$ cat config.mk
export PLATFORM = sky130hd
export DESIGN_NAME = fetch_stage
export DESIGN_NICKNAME = d
export VERILOG_FILES = /design/src/rtl/fetch_stage_pkg.sv /design/src/rtl/pipe_reg.sv /design/src/rtl/fetch_stage.sv
export SDC_FILE = /design/constraint.sdc
export NUM_CORES = 1
export LEC_CHECK = 0
export BUFFER_PORTS_ARGS = -buffer_cell sky130_fd_sc_hd__buf_2
export CAP_MARGIN = 40
export CORE_ASPECT_RATIO = 0.5
export CORE_UTILIZATION = 50
export CTS_CLUSTER_SIZE = 10
export DETAILED_ROUTE_END_ITERATION = 6
export PLACE_DENSITY_LB_ADDON = 0.05
export SETUP_SLACK_MARGIN = 0.4
export SYNTH_ARGS = -nofsm -noshare
export SYNTH_HDL_FRONTEND = slang
export SYNTH_HIERARCHICAL = 1
export SYNTH_SLANG_ARGS = --single-unit
$ cat constraint.sdc
create_clock -name clk_i -period 3.3 [get_ports clk_i]
set_input_delay 0.495 -clock clk_i [delete_from_list [all_inputs] [get_ports clk_i]]
set_output_delay 0.495 -clock clk_i [all_outputs]
set_load 0.03 [all_outputs]
$ cat src/rtl/fetch_stage_pkg.sv
// Shared CPU constants used by the fetch stage and the later pipeline stages.
package fetch_stage_pkg;

    localparam int unsigned XLEN = 32;
    localparam logic [XLEN-1:0] NOP_INSTR = 32'h0000_0000;
    localparam logic [XLEN-1:0] PC_STEP = 32'd4;

endpackage

$ cat src/rtl/pipe_reg.sv
// Generic pipeline register: async active-low reset, load enable, synchronous clear.
module pipe_reg #(
    parameter int unsigned Width = 8
) (
    input  logic             clk_i,
    input  logic             rst_ni,
    input  logic             en_i,
    input  logic             clr_i,
    input  logic [Width-1:0] d_i,
    output logic [Width-1:0] q_o
);

    logic [Width-1:0] data_q, data_d;

    // Clear beats enable so a flush also wins over a stall.
    always_comb begin
        data_d = data_q;
        if (clr_i) begin
            data_d = '0;
        end else if (en_i) begin
            data_d = d_i;
        end
    end

    always_ff @(posedge clk_i or negedge rst_ni) begin
        if (!rst_ni) begin
            data_q <= '0;
        end else begin
            data_q <= data_d;
        end
    end

    assign q_o = data_q;

endmodule

$ cat src/rtl/fetch_stage.sv
// Instruction fetch: next-PC select, PC write enable, IF/ID register and stall/flush counters.
module fetch_stage
    import fetch_stage_pkg::*;
#(
    parameter int unsigned CNT_W = 16
) (
    input  logic             clk_i,
    input  logic             rst_i,
    input  logic [XLEN-1:0]  pc_i,
    input  logic [XLEN-1:0]  instr_i,
    input  logic             stall_i,
    input  logic             branch_taken_i,
    input  logic [XLEN-1:0]  branch_target_i,
    input  logic             jump_i,
    input  logic [XLEN-1:0]  jump_target_i,
    output logic [XLEN-1:0]  pc_next_o,
    output logic             pc_write_o,
    output logic [XLEN-1:0]  if_id_pc4_o,
    output logic [XLEN-1:0]  if_id_instr_o,
    output logic             if_id_valid_o,
    output logic [CNT_W-1:0] stall_cnt_o,
    output logic [CNT_W-1:0] flush_cnt_o
);

    localparam int unsigned IfIdW = 2 * XLEN + 1;

    logic [XLEN-1:0]  pc4;
    logic             redirect;
    logic [XLEN-1:0]  pc_sel;
    logic [IfIdW-1:0] if_id_d, if_id_q;
    logic [CNT_W-1:0] stall_cnt_q, stall_cnt_d;
    logic [CNT_W-1:0] flush_cnt_q, flush_cnt_d;

    assign pc4      = pc_i + PC_STEP;
    assign redirect = branch_taken_i | jump_i;

    // Branch is resolved in EX and so is older than a jump in ID.
    always_comb begin
        pc_sel = pc4;
        if (branch_taken_i) begin
            pc_sel = branch_target_i;
        end else if (jump_i) begin
            pc_sel = jump_target_i;
        end
    end

    assign pc_next_o  = {pc_sel[XLEN-1:2], 2'b00};
    assign pc_write_o = ~stall_i | redirect;

    assign if_id_d = {pc4, instr_i, 1'b1};

    pipe_reg #(
        .Width (IfIdW)
    ) u_if_id (
        .clk_i  (clk_i),
        .rst_ni (rst_i),
        .en_i   (~stall_i),
        .clr_i  (redirect),
        .d_i    (if_id_d),
        .q_o    (if_id_q)
    );

    assign if_id_pc4_o   = if_id_q[IfIdW-1 -: XLEN];
    assign if_id_instr_o = if_id_q[XLEN:1];
    assign if_id_valid_o = if_id_q[0];

    always_comb begin
        stall_cnt_d = stall_cnt_q;
        flush_cnt_d = flush_cnt_q;
        if (stall_i && !redirect && (stall_cnt_q != '1)) begin
            stall_cnt_d = stall_cnt_q + 1'b1;
        end
        if (redirect && (flush_cnt_q != '1)) begin
            flush_cnt_d = flush_cnt_q + 1'b1;
        end
    end

    always_ff @(posedge clk_i or negedge rst_i) begin
        if (!rst_i) begin
            stall_cnt_q <= '0;
            flush_cnt_q <= '0;
        end else begin
            stall_cnt_q <= stall_cnt_d;
            flush_cnt_q <= flush_cnt_d;
        end
    end

    assign stall_cnt_o = stall_cnt_q;
    assign flush_cnt_o = flush_cnt_q;

endmodule

Yosys cells after proc, flatten, opt, wreduce, memory -nomap -nowiden
Index checks and enable logic that the tools add are counted.
{"block": "classes", "add_sub_neg": 3, "n_eq_ne": 3, "n_mux": 4, "n_bitwise": 3, "n_reduce_logical": 4}
{"cell": "65-bit two-way mux", "n": 2}
{"cell": "32-bit two-way mux", "n": 2}
{"cell": "16-bit by 1-bit adder with 16-bit output (second input constant)", "n": 2}
{"cell": "32-bit by 3-bit adder with 32-bit output (second input constant)", "n": 1}
{"cell": "16-bit inequality test (second input constant)", "n": 2}
{"cell": "1-bit logical AND", "n": 3}
{"cell": "2-bit by 1-bit inequality test with 1-bit output (second input constant)", "n": 1}
{"cell": "1-bit OR", "n": 2}
{"cell": "1-bit zero test", "n": 1}
{"cell": "1-bit NOT", "n": 1}
{"block": "word_totals", "ff_bits": 97, "in_bits": 133, "out_inout_bits": 130, "elab_cells": 20}

Depth between registers and ports, before layout
{"block": "logic_depth", "word_depth": 4, "mapped_depth": 7, "ltp_nobuf": 7}

Cells and area by module
Netlist, hierarchy kept.
{"module": "fetch_stage", "instances": 1, "cells_each": 318, "area_each_um2": 2751.4, "seq_area_each_um2": 800.8}
{"module": "pipe_reg", "instances": 1, "cells_each": 209, "area_each_um2": 2667.6, "seq_area_each_um2": 1626.6}

Worst setup path after synthesis
Ideal clock, no wire load.
{"block": "synth_path", "path_type": "input to output", "startpoint": "input port pc_i[2]", "endpoint": "output port pc_next_o[14]", "arrival_time_ns": 2.087, "t_required_ns": 2.805, "path_slack_ns": 0.718, "path_stages": 6, "n_path_buf": 0, "path_cell_list": "ha_1 -> nand4_1 -> nor4_1 -> xor2_1 -> mux2i_1 -> o21ai_0"}
{"block": "synth_via", "elab_chain_cells": 3}
{"item": "start, declared", "line_no": "fetch_stage.sv:9", "source": "input logic [XLEN-1:0] pc_i,"}
{"item": "32-bit by 3-bit adder with 32-bit output", "line_no": "fetch_stage.sv:34", "source": "assign pc4 = pc_i + PC_STEP;"}
{"item": "net pc4[14]", "line_no": "fetch_stage.sv:27", "source": "logic [XLEN-1:0] pc4;"}
{"item": "32-bit two-way mux", "line_no": "fetch_stage.sv:42", "source": "end else if (jump_i) begin"}
{"item": "32-bit two-way mux", "line_no": "fetch_stage.sv:40", "source": "if (branch_taken_i) begin"}
{"item": "end, declared", "line_no": "fetch_stage.sv:16", "source": "output logic [XLEN-1:0] pc_next_o,"}
The timed path passes the listed nets, and every way through them passes these cells.

Final worst setup path
{"block": "layout_path", "startpoint": "input port pc_i[2]", "endpoint": "output port pc_next_o[26]"}
Same word-level chain as after synthesis.

==> impl_metrics.json <==
{
  "setup_ws_ns": 0.495,
  "pwr-share-seq_pct": 41.9,
  "cts_tree": "done",
  "synth_area_leaders": "dfrtp_1, mux2i_1, xnor2_1",
  "vias_per_cell": 5.17,
  "met1_length_mm": 6.37,
  "cp_cell_sequence": "buf_2 -> ha_2 -> nand4_1 -> nor4_4 -> buf_4 -> buf_4 -> nand4_1 -> xnor2_2 -> a21o_1 -> buf_2",
  "reg2reg_depth": 6,
  "ys_top_cells_by_count": "dfrtp_1, nor2_1, mux2i_1, nand2_1, xnor2_1",
  "drtIter0Drc": 231,
  "wl_met2_mm": 6.93,
  "synthCells": 527,
  "synthArstFlopShare_pct": 100,
  "syn2layout_area_growth_pct": 31.0,
  "die_x_um": 149,
  "clk_latency_ns": 0.35,
  "final_nets": 918,
  "synth.distinct_cells": 47,
  "antenna_found_initial": 2,
  "nFillCells": 896,
  "status": "completed",
  "power_per_cell_area_mw_per_mm2": 466,
  "fin_worst_skew_ns": 0.00486,
  "max_stage_delay_ns": 0.28,
  "relSlewSlack_pct": 57.1,
  "drv_cap": 0,
  "grt_overflow": 0,
  "synth_largest_area_cell": "dfrtp_1",
  "grt_setup_unrepaired": "yes",
  "start_kind": "input port",
  "drive_above_1_share_pct": 39.1,
  "grt_start_max_net_pins": 59,
  "worstPathArrival_ns": 2.31,
  "io_pins": 263,
  "critPathMaxFanout": 5,
  "clockBufferDepth": 2,
  "cts-htree-levels": 3,
  "reg2reg_slack_ns": 1.36,
  "synth_seq_cells": 97,
  "worstMarginPinSlew_ns": 0.644,
  "topRoutingLayerUsed": "met5",
  "ys.flop_type": "dfrtp_1",
  "synth_area_mm2": 0.00542,
  "avgSynthCellArea_um2": 10.3,
  "placed_cell_area_mm2": 0.00675,
  "p_int_mw": 2.16,
  "postRouteAntennaNets": 0,
  "multi_input_area_mm2": 0.00277,
  "detail_route.wl_per_cell_um": 15.5,
  "drt_pass1_iterations": 5,
  "place_congestion": 0.801,
  "fmax_mhz": 356,
  "hold_violations": 0,
  "grt_pass1_vias": 4359,
  "rows": 26,
  "sw_frac_of_total_pct": 34.6,
  "cts_sinks": 97,
  "wl_met3_um": 872,
  "synth_most_common_cell": "dfrtp_1",
  "p_total_mw": 3.31,
  "ys.warnings.count": 6,
  "fin_crit_sh_pct": 85.0,
  "die_h_um": 75.6,
  "port_buffers": 256,
  "r2r-start": "stall_cnt_o[0]$_DFFE_PN0P_",
  "clkTransAtPathRegs_ns": 0.07,
  "hold_buffers": 0,
  "grt_use_total_pct": 25.5,
  "clock-root-buffer": "clkbuf_16",
  "p_leak_nw": 3.96,
  "synth_edf_count": 0,
  "peakVddDrop_mv": 0.504,
  "timing.hold.ws_ns": 0.157,
  "maxSlewViolCount": 0,
  "power.switching_mw": 1.15,
  "clkPwrFrac_pct": 31.8,
  "core_area_mm2": 0.0104,
  "critPathKind": "input port to primary output",
  "timing.rr.end": "stall_cnt_o[4]$_DFFE_PN0P_",
  "startpoint": "pc_i[2]",
  "required_ns": 2.80,
  "seq_area_frac_synth_pct": 44.8,
  "vias": 4799,
  "dp_hpwl_mm": 10.8,
  "worstSetupEndpointType": "primary output",
  "final_area_mm2": 0.00710,
  "hp-class": "input port to async pin",
  "critPathSlowestCell": "nor4_4",
  "setup_violations": 0,
  "regArea_mm2": 0.00243,
  "finalSetupTns_ns": 0,
  "wirelength_mm": 14.4,
  "netlist.area_leader.share_pct": 44.8,
  "drc_errors": 0,
  "dieArea_mm2": 0.0113,
  "grt_first_pass_wirelength_mm": 21.9,
  "power_frac_comb_pct": 26.3,
  "dpl_worst_slack_ns": 0.470,
  "cts_buffers": 9,
  "min_period_ns": 2.81,
  "start_util_pct": 52.2,
  "critPathCapture": "pc_next_o[26]"
}
[worst max-delay path, delay by kind of cell]
kind,cells,cell delay [ns]
buffers and inverters,4,0.62
XOR/XNOR,1,0.21
AO/OA/AOI/OAI,1,0.12
adder cells (fa/ha/maj),1,0.22
AND/OR/NAND/NOR,3,0.63
[how the worst min path moves through the flow]
stage / startpoint / end / slack, ns / depth (start not counted)
2_1_floorplan: rst_i / flush_cnt_o[0]$_DFFE_PN0P_ / 0.20 / 0
3_3_place_gp: stall_cnt_o[11]$_DFFE_PN0P_ / stall_cnt_o[11]$_DFFE_PN0P_ / 0.47 / 1
4_1_cts: rst_i / stall_cnt_o[4]$_DFFE_PN0P_ / 0.17 / 1
3_5_place_dp: flush_cnt_o[5]$_DFFE_PN0P_ / flush_cnt_o[5]$_DFFE_PN0P_ / 0.48 / 1
6_report: rst_i / stall_cnt_o[4]$_DFFE_PN0P_ / 0.16 / 1
5_1_grt: rst_i / stall_cnt_o[4]$_DFFE_PN0P_ / 0.21 / 1
[power groups by stage]
stage	Sequential (mW)	Clock, mW	Combinational (mW)
3_3_place_gp	1.41	0	0.858
6_report	1.39	1.05	0.870
5_1_grt	1.40	1.12	0.944
2_1_floorplan	1.58	0	0.399
3_5_place_dp	1.41	0	0.872
4_1_cts	1.39	1.08	0.874
[logic make-up after synthesis]
logic type,after synthesis,synth area share (%)
multiplexers,77,14.3
XOR/XNOR,57,9.21
AO/OA/AOI/OAI,52,7.41
other,2,0.139
flip-flops,97,44.8
buffers and inverters,35,4.57
AND/OR/NAND/NOR,204,18.9
adder cells (fa/ha/maj),3,0.693
[cell usage in the layout, fill, tap and decap left out, types with 3 or more instances in the layout]
cell and instances:
buf_2 255, dfrtp_1 97, nor2_1 86, mux2i_1 75
nand2_1 38, xnor2_1 34, nand3_1 20, xor2_1 20
buf_4 15, nand4_1 14, and3_1 13, a22o_1 12
a21o_1 12, o21ai_0 10, clkbuf_16 9, nor3_1 8
o22ai_1 6, inv_1 5, and4_1 5, nand3_2 3
nor4_4 3, xnor2_2 3, nor4_2 3, conb_1 3
inv_6 3
[state kept, by name (all words and copies together), names as in the netlist]
name,cells
stall_cnt_o,16
u_if_id/q_o,65
flush_cnt_o,16
[repair_timing]
item / CTS / global route
buffers inserted: 0 / 3
gates resized for setup: 0 / 4
setup endpoints to repair: 0 / 3
[routing by layer]
| layer | GRT usage [%] | vias up |
|---|---|---|
| met5 | 0 | - |
| met4 | 8.28 | 2 |
| met3 | 7.31 | 19 |
| met2 | 42.5 | 134 |
| met1 | 32.6 | 2292 |
| li1 | - | 2352 |
[per-stage QoR]
| step | utilization (%) | cells |
|---|---|---|
| after floorplan | - | 528 |
| after global placement | 65.0 | 908 |
| after detailed placement | 65.0 | 908 |
| after CTS | 67.9 | 924 |
| after global routing | 68.4 | 927 |
| final | 68.4 | 929 |
[area by class of cell]
type                       instances  share of cell area [%]
clock inverter                     5                   0.635
inverter                           8                   0.441
tap                              140                    2.47
antenna                            2                  0.0705
clock buffer                      11                    3.56
timing repair buffer             270                    19.6
multi-input combinational        396                    39.1
sequential                        97                    34.2
No activity file was read; power rests on OpenSTA's default activity.
